<file path="src/rtl/pn_swap_node.sv">
// pn_swap_node: registered 2x2 permutation-network node; the older flit (smaller
// effective time) takes its preferred port, ties go to an auto-toggling priority port.
module pn_swap_node #(
    parameter int FLIT_W     = 64,
    parameter int TIME_W     = 8,
    parameter int TIME_LSB   = 0,
    parameter int PORT_BIT   = 8,
    parameter int MAX_TIME   = 2**TIME_W - 1,
    parameter int TIE_PERIOD = 4
) (
    input  logic              clk,
    input  logic              rst_n,
    input  logic              en,
    input  logic              mode_ovr,
    input  logic              mode_val,
    input  logic              in0_valid,
    input  logic [FLIT_W-1:0] in0_flit,
    input  logic              in1_valid,
    input  logic [FLIT_W-1:0] in1_flit,
    output logic              out0_valid,
    output logic [FLIT_W-1:0] out0_flit,
    output logic              out1_valid,
    output logic [FLIT_W-1:0] out1_flit,
    output logic              swap_q,
    output logic              defl_q,
    output logic              tie_prio
);
    localparam int CNT_W = $clog2(TIE_PERIOD) + 1;
    localparam logic [TIME_W-1:0] MAX_T = TIME_W'(MAX_TIME);
    localparam logic [CNT_W-1:0] CNT_LAST = CNT_W'(TIE_PERIOD - 1);

    logic [TIME_W-1:0] t0, t1, eff0, eff1;
    logic [CNT_W-1:0]  cnt;
    logic              tie_q, both, tie, w, pw, swap, defl, tie_ev;

    assign t0       = in0_flit[TIME_LSB +: TIME_W];
    assign t1       = in1_flit[TIME_LSB +: TIME_W];
    // A zero time field means "no age recorded" and ranks as youngest.
    assign eff0     = (t0 == '0) ? MAX_T : t0;
    assign eff1     = (t1 == '0) ? MAX_T : t1;
    assign tie_prio = mode_ovr ? mode_val : tie_q;
    assign both     = in0_valid & in1_valid;
    assign tie      = both & (eff0 == eff1);
    assign w        = both ? (tie ? tie_prio : (eff1 < eff0)) : in1_valid;
    assign pw       = w ? in1_flit[PORT_BIT] : in0_flit[PORT_BIT];
    assign swap     = (in0_valid | in1_valid) & (w ^ pw);
    assign defl     = both & (in0_flit[PORT_BIT] == in1_flit[PORT_BIT]);
    assign tie_ev   = en & ~mode_ovr & tie;

    always_ff @(posedge clk or negedge rst_n) begin
        if (!rst_n) begin
            out0_valid <= 1'b0;
            out0_flit  <= '0;
            out1_valid <= 1'b0;
            out1_flit  <= '0;
            swap_q     <= 1'b0;
            defl_q     <= 1'b0;
            tie_q      <= 1'b0;
            cnt        <= '0;
        end else if (en) begin
            out0_valid <= swap ? in1_valid : in0_valid;
            out0_flit  <= swap ? in1_flit : in0_flit;
            out1_valid <= swap ? in0_valid : in1_valid;
            out1_flit  <= swap ? in0_flit : in1_flit;
            swap_q     <= swap;
            defl_q     <= defl;
            if (tie_ev) begin
                cnt   <= (cnt == CNT_LAST) ? '0 : cnt + 1'b1;
                tie_q <= (cnt == CNT_LAST) ? ~tie_q : tie_q;
            end
        end
    end
endmodule

</file>
<file path="config.mk">
export PLATFORM = sky130hd
export DESIGN_NAME = pn_swap_node
export DESIGN_NICKNAME = d
export VERILOG_FILES = /design/src/rtl/pn_swap_node.sv
export SDC_FILE = /design/constraint.sdc
export NUM_CORES = 1
export LEC_CHECK = 0
export CAP_MARGIN = 20
export CORE_ASPECT_RATIO = 1.75
export CORE_MARGIN = 2
export CORE_UTILIZATION = 42
export DETAILED_ROUTE_END_ITERATION = 8
export GPL_TIMING_DRIVEN = 0
export PLACE_DENSITY = 0.74
export SLEW_MARGIN = 20
export SYNTH_ARGS = -nofsm -noshare
export SYNTH_HDL_FRONTEND = slang
export SYNTH_SLANG_ARGS = --single-unit
export TNS_END_PERCENT = 10
</file>
<file path="constraint.sdc">
create_clock -name clk -period 2.28 [get_ports clk]
set_clock_uncertainty 0.1 [all_clocks]
set_input_delay 0.456 -clock clk [delete_from_list [all_inputs] [get_ports clk]]
set_output_delay 0.456 -clock clk [all_outputs]
set_load 0.02 [all_outputs]
</file>
=== Yosys cells after proc, flatten, opt, wreduce, memory -nomap -nowiden ===
Cells that the tools add are included.

* $add $sub $neg: 1
* Multiply operators: 0
* Div/mod/pow operators: 0
* $lt $le $gt $ge: 1
* Equal/unequal tests: 3
* Shift-type cells: 0
* Multiplexer cells: 11
* Bitwise logic cells: 10
* Reductions and logical operators: 4

{| class="wikitable"
|+ Operators with widths
! operator !! number
|-
| 64-bit 2-to-1 mux || 2
|-
| 8-bit zero test || 2
|-
| 8-bit 2-to-1 mux || 2
|-
| 8-bit == test || 1
|-
| 8-bit less-than comparator || 1
|-
| 1-bit bitwise AND || 6
|-
| 1-bit 2-to-1 mux || 6
|-
| 3-bit by 1-bit adder with 3-bit output, second input constant || 1
|-
| 3-bit by 2-bit == test with 1-bit output, second input constant || 1
|-
| 3-bit 2-to-1 mux || 1
|-
| 3-bit AND reduction || 1
|-
| 1-bit NOT || 2
|-
| 2-bit AND reduction || 1
|-
| 1-bit == test || 1
|-
| 1-bit OR || 1
|-
| 1-bit XOR || 1
|}

* Register bits: 136
* Latch bits: 0
* Bits in writable memories: 0
* ROM bits: 0
* Bits of input ports: 135
* Output and inout bits: 133
* Memories kept: 0

=== Longest topological paths before layout ===
Gate-level depths: netlist of the first run.

* Word-level depth: 10
* Depth in mapped cells: 13

=== Least setup slack after synthesis of the first run ===
Ideal clock, no wire load.

* Kind: in2reg
* Start point: in in0_flit[4]
* End point: reg out0_flit[0]
* Arrival: 3229 ps
* Required time: 2043 ps
* Setup slack: -1186 ps
* Cell stages on the path: 12
* Buffers on the path: 3
* Path through: or4_1 -> nor2_1 -> nor2_1 -> ha_1 -> nand4_1 -> o41a_1 -> a311oi_1 -> buf_4 -> buf_6 -> buf_6 -> mux2i_1 -> a21oi_1

* Cells in the longest elaborated chain, start to end: 10

{| class="wikitable"
|+ RTL lines
! element !! RTL line !! RTL
|-
| from (decl) || 17 || <nowiki>input logic [FLIT_W-1:0] in0_flit,</nowiki>
|-
| 8-bit zero test || 39 || <nowiki>assign eff0 = (t0 == '0) ? MAX_T : t0;</nowiki>
|-
| 8-bit 2-to-1 mux * || 39 ||
|-
| branches (longest 2 deep; another with 8-bit less-than comparator) || -- ||
|-
| 1-bit 2-to-1 mux * (2 in a row) || 44 || <nowiki>assign w = both ? (tie ? tie_prio : (eff1 < eff0)) : in1_valid;</nowiki>
|-
| 1-bit 2-to-1 mux || 45 || <nowiki>assign pw = w ? in1_flit[PORT_BIT] : in0_flit[PORT_BIT];</nowiki>
|-
| 1-bit XOR * || 46 || <nowiki>assign swap = (in0_valid | in1_valid) & (w ^ pw);</nowiki>
|-
| 1-bit bitwise AND * || 46 ||
|-
| 64-bit 2-to-1 mux * || 62 || <nowiki>out0_flit <= swap ? in1_flit : in0_flit;</nowiki>
|-
| to (signal assigned) || 62 ||
|-
| to (decl) || 21 || <nowiki>output logic [FLIT_W-1:0] out0_flit,</nowiki>
|}

Every way passes the cells marked *.
A chain may end at the register's enable or synchronous reset.

=== Worst setup path after layout of the first run ===
* Start point: in in0_flit[1]
* End point: reg out0_flit[43]

Same word-level chain as after synthesis.

==> results, run 1 <==
- The run finished, with violations left.
- The checks that failed: negative setup slack.
- The worst hold path was traced through 3 stages.
- The worst hold path startpoint is in0_flit[5].
- After detailed routing, the met3 layer carries 1170 µm of wire.
- The post-route netlist has 11.0% of its cells at a drive strength greater than 1.
- Setup repair after global routing could not meet its margin everywhere.
- In the synthesized netlist the async set-or-reset flop fraction comes to 100%.
- The portion of total power attributed to combinational logic is 30.2%.
- Global routing used 26.6% of the available tracks.
- In this run the cell area of the synthesized design comes to 6560 µm².
- The placer congestion estimate is 0.818.
- For this run, design rule violations remaining after detail routing come to 0.
- The sequential cell area in the final layout is 3400 µm².
- No sink is reached through more buffers than the 2 on the longest clock path.
- Traced cell by cell, the critical path runs through buf_8 -> or4_4 -> nor2_4 -> nor2_1 -> ha_1 -> nand4_1 -> o41a_1 -> a311oi_2 -> buf_6 -> buf_12 -> buf_12 -> mux2i_2 -> a21oi_1.
- The endpoint required time on the critical path is 2.45 ns.
- Summing internal, switching and leakage power gives 7760 µW.
- After the flow finishes, the layout carries non-filler instances totaling 1147.
- The cell type with the largest total area after synthesis is sky130_fd_sc_hd__dfrtp_1.
- Sorting the synthesized cells by how often they occur yields 139 x sky130_fd_sc_hd__nor2_1, 136 x sky130_fd_sc_hd__dfrtp_1, 133 x sky130_fd_sc_hd__a21oi_1.
- The actual slew at the worst max-slew pin is 0.614 ns.
- Wires add up to 22500 µm.
- Detailed placement finished with a half-perimeter wire length of 16000 µm.
- Setup violations remaining at the end of the flow were counted as 131.
- After the last flow step, the layout net total stands at 1092.
- In this run the power spent charging and discharging nets is 2440 µW.
- The remaining antenna violation count is 0.
- Dividing the detail-routed wire length by the instance count gives 19.6 µm.
- The cell area power density is 735 nW/µm².
- STA classifies the critical path startpoint as an input pin.
- The synthesized area divided by synthesized cell count is 10.2 µm².
- The total number of vias is 6117.
- Across the run, the number of max-cap violations was 0.
- The worst-case IR drop observed on VDD is 0.000497 V.
- The synthesized design contains 136 register bits.
- The total buffers and inverters traversed by the critical path is 4.
- In this run, synthesis inferred 0 flip-flops with an integrated enable.
- The sum of met2 wire segment lengths after detailed routing is 12300 µm.
- In this run, CTS created clock tree buffers numbering 17.
- The startpoint identified for the worst register-to-register timing path is tie_q$_DFFE_PN0P_.
- The endpoint class of the critical path is a flip-flop.
- Using the TritonRoute via totals, the vias-per-cell ratio works out to 5.33.
- The most numerous cell type found on the critical path is sky130_fd_sc_hd__buf_12.
- In this run switching power makes up 31.5% of total power.
- The buffer type at the clock tree root is sky130_fd_sc_hd__clkbuf_16.
- The kind of cell with the highest combined delay along the critical path is simple AND/OR/NAND/NOR gates.
- The maximum net fanout on the critical path is 10.
- Derived from the worst setup path, the maximum achievable clock frequency is 306 MHz.
- Setup slack on the worst reg-to-reg path comes out at 0.02 ns.
- From left edge to right edge, the die measures 98.4 µm.
- The deepest level of the CTS H-tree is 4.
- During synthesis, Yosys emitted a total of 0 warnings.
- Hold is met by 0.251 ns.
- Relative to the synthesized area, the layout overhead comes to 61.1%.
- The first global-routing pass estimated 34500 µm of wire.
- The relative contribution of the clock network to total power is 32.9%.
- Setup slack on the critical path of the routed design comes to -0.983 ns.
- The proportion of synthesized chip area in sequential cells is 51.9%.
- The repair_antennas step left the layout with diodes totalling 0.
- For this configuration, the core starts out at a cell density of 42.8%.
- After layout, the worst path uses 143% of the clock period.
- The arrival time at the worst endpoint is 3.43 ns.
- On the worst path, the slowest cell contributes a delay of 0.56 ns.
- In this run, the number of DRC markers left after iteration 0 of detailed routing was 171.
- In this run the critical register-to-register path is captured at out0_flit[43]$_DFFE_PN0P_.
- The number of placement rows is 60.
- The cell type of the slowest stage on the worst timing path is sky130_fd_sc_hd__or4_4.
- The share of the synthesized area in the top cell type is 51.9%.
- In this run the top signal layer used is met4.
- The path class of the tightest hold or removal check is in2reg.
- The core footprint is 15300 µm².
- In this run the count of I/O pins placed on the die edge is 268.
- The count of input and output buffers is 265.
- The hold violation total from the final report came to 0.
- The path with the worst hold slack has its endpoint at out0_flit[5]$_DFFE_PN0P_.
- In this run the tightest slew margin relative to its limit is 59.1%.
- By instance count, the leading cell after synthesis is sky130_fd_sc_hd__nor2_1.
- The die covers 16700 µm².
- The clock-pin slew on the worst setup and hold paths is 0.06 ns.
- Including well taps, the total number of placed cells is 1096.
- The setup path with the least slack is of type in2reg.
- The count of mapped cells out of synthesis is 644.
- The count of fill cells added during filler insertion is 1220.
- For this run, the leading register cell type out of synthesis is sky130_fd_sc_hd__dfrtp_1.
- The path length in cells of the critical path is 13.
- The clock net in this run drives a total of 136 sinks.
- The portion of total power attributed to sequential cells is 36.9%.
- The worst reg2reg path depth is 8.
- Internal power comes to 5320 µW.
- The post-synthesis net count is 788.
- The number of unique standard cell types used by synthesis is 33.
- In the post-synthesis netlist, the biggest area contributors are sky130_fd_sc_hd__dfrtp_1 52%, sky130_fd_sc_hd__mux2i_1 19%, sky130_fd_sc_hd__a21oi_1 10%.
- The number of detailed-routing iterations run before antenna repair is 4.
- The leftover overflow at the end of global routing is 0.
- For the finished layout, the period the worst path requires is 3.26 ns.
- Entering global routing, the biggest net connects 77 pins.
- The analysis attributes to cell leakage a power of 0.00478 µW.
- Prior to clock tree synthesis, the placed netlist has a worst setup slack of -1.95 ns.
- The clock tree from TritonCTS is done.
- The y dimension of the die is 169 µm.
- The number of max-slew violations in the final report is 0.
- The initial antenna violation count is 0.
- The multi-input combinational cells in the finished layout cover a total of 3040 µm².
- The via count of the first global-routing pass is 6389.
- The insertion delay of the later-clocked pin in the worst-skew pair is 0.40 ns.
- In the final routing, the length of wire on met1 measures 8040 µm.
## layout by cell type (no fill, tap or decap), drive strengths merged, types with 2 or more instances in the layout
cell type and instances:
clkdlybuf4s50 247, nor2 139, dfrtp 136, a21oi 133
mux2i 127, clkbuf 53, buf 42, inv 15
nand2b 9, ha 9, clkinvlp 6, dlygate4sd2 6
nand2 4, o21ai 4, nor4 3, mux2 3
nand3 3, or4 2, nand4 2, nor2b 2
## power groups by stage
| stage | logic, µW | clock network [µW] | registers (µW) |
|---|---|---|---|
| 6_report | 2340 | 2550 | 2870 |
| 5_1_grt | 2490 | 2710 | 2900 |
| 4_1_cts | 2340 | 2600 | 2870 |
| 3_5_place_dp | 2160 | 0 | 2900 |
| 3_3_place_gp | 2130 | 0 | 2900 |
| 2_1_floorplan | 672 | 0 | 3250 |
## timing repair
item,4_1_cts,5_1_grt
cloned,4,1
gates resized for setup,103,22
setup endpoints to repair,132,131
endpoints found under the hold margin,75,0
hold buffers,1,0
pin swaps,87,25
setup buffers,11,4
## worst register-to-register path: stages, from the launching register on
cell and delay (ns):
sky130_fd_sc_hd__dfrtp_1 0.39, sky130_fd_sc_hd__mux2i_1 0.11, sky130_fd_sc_hd__o41a_1 0.45, sky130_fd_sc_hd__a311oi_2 0.28, sky130_fd_sc_hd__buf_6 0.17, sky130_fd_sc_hd__buf_12 0.13, sky130_fd_sc_hd__buf_12 0.15, sky130_fd_sc_hd__mux2i_2 0.25
sky130_fd_sc_hd__a21oi_1 0.10
## worst max-delay path by stage
stage / startpoint / end
global placement: rst_n / out0_flit[21]$_DFFE_PN0P_
finish: in0_flit[1] / out0_flit[43]$_DFFE_PN0P_
floorplan: in0_flit[0] / out1_flit[46]$_DFFE_PN0P_
detailed placement: in1_flit[5] / out1_flit[50]$_DFFE_PN0P_
global route: in0_flit[1] / out1_flit[25]$_DFFE_PN0P_
CTS: in0_flit[7] / out0_flit[48]$_DFFE_PN0P_
## state kept, by name (all words and copies together), names as in the netlist
signal      flops
out0_flit      64
out1_flit      64
cnt             3
defl_q          1
out0_valid      1
out1_valid      1
swap_q          1
tie_q           1
## logic make-up after synthesis
| logic type | after synthesis | share of synthesized area (%) |
|---|---|---|
| and+or+nand+nor | 165 | 10.3 |
| AOI/OAI and AO/OA | 147 | 11.7 |
| DFF | 136 | 51.9 |
| muxes | 130 | 19.9 |
| buffers and inverters | 55 | 4.22 |
| adders and majority gates | 9 | 1.72 |
| xor gates and xnor gates | 2 | 0.267 |
## metal layers
layer  vias up  GRT usage [%]
met2       221           48.2
li1       2843              -
met4         0           12.0
met5         -              0
met1      3000           29.0
met3        53           6.55
## cell type report
class                      instances  area share, %
sequential                       136           32.2
multi-input combinational        453           28.8
timing repair buffer             285           27.6
clock buffer                      20           4.23
buffer                            45           3.70
tap                              186           2.20
clock inverter                    12          0.889
inverter                          10          0.355
## per-stage QoR
| stage | TNS, ns | instance area (µm²) | util (%) |
|---|---|---|---|
| finish | -117.67 | 10600 | 68.9 |
| global route | -135.70 | 10600 | 68.9 |
| CTS | -109.24 | 10500 | 68.4 |
| detailed placement | -238.63 | 9510 | 62.1 |
| global placement | -927.85 | 9480 | 61.9 |
| floorplan | -108.59 | 6590 | - |
No activity file was read; power rests on OpenSTA's default activity.
==> run 2, diff against run 1 <==
Settings changed: DONT_BUFFER_PORTS from default to 1, PLACE_DENSITY 0.74 to 0.52.
==> results, run 2 (synthesized netlist as in run 1, its figures left out) <==
- The insertion delay of the later-clocked pin in the worst-skew pair is 0.40 ns (about the same).
- The library cells used most frequently in the layout, excluding fill and tap cells, are 138 x sky130_fd_sc_hd__nor2_1, 136 x sky130_fd_sc_hd__dfrtp_1, 133 x sky130_fd_sc_hd__a21oi_1.
- The count of non-filler cells in the finished layout is 866 (-24%).
- The final hold slack is -0.362 ns (-0.612 ns).
- The via count of the first global-routing pass is 5388 (-16%).
- The least setup slack across all paths after layout is -0.768 ns (+0.215 ns).
- The wire length per cell is 21.8 µm (+11%).
- The cell area power density was 912 nW/µm² (+24%).
- The count of input and output buffers came to 0 (-100%).
- The share of the clock period used by the worst path is 134% (-9.4 points).
- The post-route minimum period is 3.05 ns (-0.215 ns).
- The clock tree from TritonCTS is done.
- The total buffers and inverters traversed by the critical path is 3 (-1).
- The share of post-route cells with drive strength above 1 is 8.97% (-2.1 points).
- The leftover overflow at the end of global routing is 0 (unchanged).
- The flow ran to the end, but the final reports show violations.
- The post-detailed-route DRC marker count came to 0 (unchanged).
- The hold violation total from the final report is 136 (+136).
- The initial antenna violation count is 0 (unchanged).
- The maximum single-stage delay on the critical path was 0.53 ns (-0.03 ns).
- The arrival time at the worst endpoint was 3.21 ns (-0.22 ns).
- The y dimension of the die came to 169 µm (unchanged).
- The maximum vdd ir drop was 0.000440 V (-11%).
- The actual slew at the worst max-slew pin came to 0.743 ns (+0.129 ns).
- The global-route wire length before repair is 29500 µm (-15%).
- The area enclosed by the die boundary is 16700 µm² (unchanged).
- The clock buffer count from CTS is 17 (unchanged).
- The element type at the critical path start is an input pin.
- The fmax came to 328 MHz (+7.1%).
- The maximum buffer depth of the clock tree is 2 (unchanged).
- The clock-pin slew on the worst setup and hold paths is 0.06 ns (about the same).
- The cell family contributing the most delay on the critical path is simple AND/OR/NAND/NOR gates.
- The placer congestion estimate came to 0.821 (+0.29%).
- In this run the worst hold path is classified as in2async.
- Traced cell by cell, the critical path runs through or4_4 -> nor2_4 -> nor2_1 -> ha_1 -> a211oi_2 -> nand3_1 -> a21o_1 -> a311oi_1 -> buf_4 -> buf_12 -> buf_12 -> mux2i_1 -> a21oi_1.
- The post-detailed-placement cell area is 6820 µm² (-28%).
- The final reports fail on negative hold slack, negative setup slack.
- The maximum number of pins on one net before global-route repair was 137 (+78%).
- The total design power was 6920 µW (-11%).
- The max-capacitance violation count was 0 (unchanged).
- The average vias per placed instance was 5.69 (+6.7%).
- The antenna diode instance count is 0 (unchanged).
- The number of placement rows is 60 (unchanged).
- STA classifies the critical path endpoint as a flip-flop.
- The buffer type at the clock tree root is sky130_fd_sc_hd__clkbuf_16.
- In the final layout, the registers with the most flip-flops are out0_flit (64), out1_flit (64), cnt (3).
- The total track usage was 22.6% (-4.0 points).
- The count of fill cells added during filler insertion is 1437 (+18%).
- The endpoint required time on the critical path came to 2.45 ns (about the same).
- The final net count is 813 (-26%).
- The most frequent standard cell in the layout excluding fill and tap cells is sky130_fd_sc_hd__nor2_1.
- The number of max-slew violations in the final report is 0 (unchanged).
- The number of clock sinks came to 136 (unchanged).
- The die outline width is 98.4 µm (unchanged).
- The initial cell density of the core was 42.8% (unchanged).
- The I/O pin count came to 268 (unchanged).
- The area growth from synthesis to layout is 15.7%.
- The sequential cell area in the final layout is 3400 µm² (unchanged).
- The total of endpoints with negative setup slack in the final report came to 131 (unchanged).
- The leakage power is 0.00361 µW (-25%).
- The most prevalent standard cell on the critical path is sky130_fd_sc_hd__buf_12.
- The total number of vias came to 4926 (-19%).
- The deepest level of the CTS H-tree is 4 (unchanged).
- The worst setup path is of the in2reg kind.
- The total half-perimeter wirelength after legalization and detailed placement is 13800 µm (-14%).
- The worst slack after detailed placement was -1.37 ns (+0.586 ns).
- The maximum net fanout on the critical path is 10 (unchanged).
- The remaining antenna violation count is 0 (unchanged).
- The multi-input logic area is 2900 µm² (-4.6%).
- The total wire length after detailed routing came to 18900 µm (-16%).
- The worst-case headroom to the max-slew limit came to 50.5% (-8.6 points).
- The count of placed standard cells including taps is 830 (-24%).
- The slowest stage of the critical path belongs to the cell sky130_fd_sc_hd__or4_4.
- The final design instance area without fill was 7580 µm² (-28%).
- The violation count after the first detailed-route iteration is 161 (-5.8%).
- The core footprint is 15300 µm² (unchanged).
- Setup repair after global routing could not meet its margin everywhere.
- The number of detailed-routing iterations run before antenna repair is 4 (unchanged).
run 2: stage by stage:
| step | util, % | setup TNS (ns) |
|---|---|---|
| finish | 49.5 | -91.81 |
| global route | 49.5 | -108.06 |
| CTS | 49.5 | -90.35 |
| detailed placement | 44.6 | -160.68 |
| global placement | 44.6 | -150.57 |
| floorplan | - | -108.59 |
run 2: cell type report:
type | count | share of cell area, %
buffer | 45 | 4.54
clock buffer | 19 | 5.97
clock inverter | 11 | 1.65
inverter | 10 | 0.495
multi-input combinational | 453 | 38.3
sequential | 136 | 44.9
tap | 186 | 3.07
timing repair buffer | 6 | 1.09
run 2: path summary, 6_finish.rpt:
check / cells past startpoint / end / from / slack, ns
worst max register to register: 10 / out1_flit[5]$_DFFE_PN0P_ / tie_q$_DFFE_PN0P_ / 0.02
worst min register to register: 1 / tie_q$_DFFE_PN0P_ / tie_q$_DFFE_PN0P_ / 0.40
worst max-delay path: 13 / out1_flit[5]$_DFFE_PN0P_ / in0_flit[4] / -0.77
max in group asynchronous: 0 / out0_flit[18]$_DFFE_PN0P_ / rst_n / 2.15
worst min-delay path: 0 / out0_flit[11]$_DFFE_PN0P_ / rst_n / -0.36
min in group clk: 2 / out1_flit[8]$_DFFE_PN0P_ / in1_flit[8] / 0.09
run 2: layer usage:
metal	part of all wire, %	routed length [µm]	track usage (%)	vias up
met5	0	0	0	-
met1	36	6760	24.4	2380
met3	8.2	1560	8.03	45
li1	-	-	-	2278
met4	3.7	708	10.4	0
met2	52	9860	39.2	223
run 2: what timing repair did:
action                     4_1_cts  5_1_grt
hold endpoints to repair       136      136
setup endpoints to repair      131      131
gates resized for setup         23        0
buffers inserted                 6        0
cloned                           0        0
pin swaps                       53        0
run 2: power breakdown:
group / switching (µW) / leakage, µW / internal, µW
clock network: 1060 / 0.000281 / 1660
logic: 460 / 0.00180 / 437
registers: 605 / 0.00153 / 2700
==> run 3, diff against run 2 <==
Settings changed: CORE_UTILIZATION 42 to 40, PLACE_DENSITY 0.52 to 0.5.
==> results, run 3 (synthesized netlist as in run 1, its figures left out) <==
- The core footprint is 16000 µm² (+4.2%).
- The total wire length after detailed routing is 19700 µm (+4.1%).
- The initial antenna violation count is 0 (unchanged).
- The violation count after the first detailed-route iteration is 161 (unchanged).
- The checks that failed: negative hold slack, negative setup slack.
- The portion of total power attributed to combinational logic is 14.0% (+1.0 points).
- The most frequent standard cell in the layout excluding fill and tap cells is sky130_fd_sc_hd__nor2_1.
- The number of detailed-routing iterations run before antenna repair came to 4 (unchanged).
- The total half-perimeter wirelength after legalization and detailed placement is 14000 µm (+1.4%).
- The endpoint class of the critical path is a flip-flop.
- The maximum buffer depth of the clock tree is 2 (unchanged).
- The leakage power is 0.00365 µW (+1.2%).
- The share of the clock period used by the worst path is 137% (+2.9 points).
- The final hold slack came to -0.373 ns (-0.0113 ns).
- The met1 global-route usage is 23.4% (-1.0 points).
- The area enclosed by the die boundary is 17500 µm² (+4.8%).
- The arrival time at the worst endpoint is 3.30 ns (+0.09 ns).
- The number of max-slew violations in the final report is 0 (unchanged).
- The switching component of the power is 2190 µW (+3.2%).
- The flow ran to the end, but the final reports show violations.
- The worst-case headroom to the max-slew limit was 50.5% (+0.080 points).
- The deepest level of the CTS H-tree is 4 (unchanged).
- The total track usage is 21.9% (-0.66 points).
- The fmax came to 321 MHz (-2.2%).
- The portion of total power attributed to sequential cells is 47.6% (-0.2 points).
- In the layout the commonest cells are 137 x sky130_fd_sc_hd__nor2_1, 136 x sky130_fd_sc_hd__dfrtp_1, 130 x sky130_fd_sc_hd__a21oi_1.
- The least setup slack across all paths after layout is -0.835 ns (-0.0672 ns).
- The via count of the first global-routing pass was 5299 (-1.7%).
- The final net count is 819 (+0.74%).
- The insertion delay of the later-clocked pin in the worst-skew pair came to 0.41 ns (about the same).
- The most utilized layer in the global route result is met2.
- The clock-pin slew on the worst setup and hold paths is 0.06 ns (about the same).
- The y dimension of the die came to 173 µm (+2.4%).
- The final core area utilization is 48.9% (-0.58 points).
- Setup repair after global routing could not meet its margin everywhere.
- The remaining antenna violation count was 0 (unchanged).
- The buffer type at the clock tree root is sky130_fd_sc_hd__clkbuf_16.
- The hold violation total from the final report is 136 (unchanged).
- The number of clock sinks came to 136 (unchanged).
- The total internal power is 4750 µW (-0.82%).
- The I/O pin count is 268 (unchanged).
- The count of input and output buffers was 0 (unchanged).
- The global-route met3 utilization is 7.62% (-0.41 points).
- The worst slack after detailed placement is -1.43 ns (-0.0633 ns).
- The wire length per cell is 22.4 µm (+2.9%).
- The total design power was 6940 µW (+0.41%).
- The post-route minimum period was 3.12 ns (+0.0672 ns).
- The largest registers in the layout are out0_flit (64), out1_flit (64), cnt (3).
- The die outline width is 101 µm (+2.4%).
- The endpoint required time on the critical path is 2.46 ns (about the same).
- The share of post-route cells with drive strength above 1 is 12.1% (+3.1 points).
- The total of endpoints with negative setup slack in the final report came to 131 (unchanged).
- The cell area power density is 890 nW/µm² (-2.5%).
- The global-route wire length before repair is 29600 µm (+0.31%).
- The element type at the critical path start is an input pin.
- Relative to the synthesized area, the layout overhead comes to 19.0%.
- The total number of vias is 4964 (+0.77%).
- The placer congestion estimate is 0.803 (-2.2%).
- The worst setup path is of the in2reg kind.
- The max-capacitance violation count was 0 (unchanged).
- The antenna diode instance count came to 0 (unchanged).
- The post-detailed-route DRC marker count was 0 (unchanged).
- The clock buffer count from CTS is 17 (unchanged).
- The maximum net fanout on the critical path is 8 (-2).
- The relative contribution of the clock network to total power is 38.4% (-0.9 points).
- The maximum number of pins on one net before global-route repair is 137 (unchanged).
- The maximum vdd ir drop was 0.000389 V (-12%).
- The initial cell density of the core is 41.1% (-1.7 points).
- The clock tree from TritonCTS is done.
- The actual slew at the worst max-slew pin is 0.735 ns (-0.00798 ns).
- The fraction of met2 tracks used by global routing was 38.4% (-0.83 points).
- The setup total negative slack is -100.20 ns (-8.38 ns).
- The leftover overflow at the end of global routing is 0 (unchanged).
- The worst hold path belongs to the class in2async.
- The number of placement rows is 61 (+1.7%).
- The switching share of total power is 31.5% (+0.85 points).
- The average vias per placed instance is 5.67 (-0.38%).
-- run 3: cell count changes in the layout (fill, tap and decap cells not counted), sizes merged --
cell / delta
buf: +1
clkbuf: +5
inv: +3
bufinv: -1
clkinv: -3
clkinvlp: +2
-- run 3: metal layers --
layer / vias to the layer above / share of wire (%)
li1: 2294 / -
met1: 2418 / 36
met2: 209 / 53
met3: 43 / 8.0
met4: 0 / 3.2
met5: - / 0
-- run 3: cell type report --
cell class / instances / area, µm²
fillers: 1501 / 8150
flip-flops and latches: 136 / 3400
multi-input cells: 453 / 3000
clock buffers: 19 / 453
plain buffers: 44 / 340
well taps: 189 / 236
repair buffers: 13 / 218
clock inverters: 12 / 118
inverters: 10 / 37.5
-- run 3: repair_timing --
item | CTS | global route
buffers inserted | 4 | 4
endpoints found under the setup margin | 131 | 131
gates resized for setup | 17 | 28
pin swaps | 20 | 34
hold endpoints to repair | 136 | 136
gates cloned | 0 | 5
-- run 3: stage by stage --
| stage | instance area (µm²) | instances |
|---|---|---|
| after floorplan | 6590 | 644 |
| after global placement | 6830 | 833 |
| after detailed placement | 6830 | 833 |
| after CTS | 7520 | 867 |
| after global routing | 7800 | 876 |
| final | 7800 | 876 |
-- run 3: path summary, 6_finish.rpt --
kind | from | end | slack [ns] | depth (start not counted)
min in group clk | in1_flit[8] | out1_flit[8]$_DFFE_PN0P_ | 0.07 | 2
worst min register to register | tie_q$_DFFE_PN0P_ | tie_q$_DFFE_PN0P_ | 0.41 | 1
worst max register to register | tie_q$_DFFE_PN0P_ | out1_flit[62]$_DFFE_PN0P_ | 0.03 | 8
max in group asynchronous | rst_n | out1_flit[50]$_DFFE_PN0P_ | 2.17 | 0
worst max-delay path | in0_flit[3] | out1_flit[62]$_DFFE_PN0P_ | -0.84 | 13
worst min-delay path | rst_n | out0_flit[12]$_DFFE_PN0P_ | -0.37 | 0
-- run 3: power groups by stage --
| stage | clock network [µW] | registers [µW] | logic (µW) |
|---|---|---|---|
| floorplan | 0 | 3250 | 672 |
| global placement | 0 | 3350 | 805 |
| detailed placement | 0 | 3350 | 831 |
| CTS | 2720 | 3310 | 882 |
| global route | 2830 | 3330 | 1070 |
| finish | 2670 | 3310 | 971 |
-- run 3: worst max-delay path: stages --
cell and delay, ns:
sky130_fd_sc_hd__or4_4 0.54, sky130_fd_sc_hd__nor2_4 0.21, sky130_fd_sc_hd__buf_6 0.14, sky130_fd_sc_hd__nor2_4 0.04
sky130_fd_sc_hd__ha_4 0.25, sky130_fd_sc_hd__nand4_1 0.13, sky130_fd_sc_hd__o41a_1 0.47, sky130_fd_sc_hd__a311oi_2 0.24
sky130_fd_sc_hd__buf_6 0.20, sky130_fd_sc_hd__buf_12 0.18, sky130_fd_sc_hd__clkbuf_16 0.17, sky130_fd_sc_hd__mux2i_1 0.18
sky130_fd_sc_hd__a21oi_1 0.08
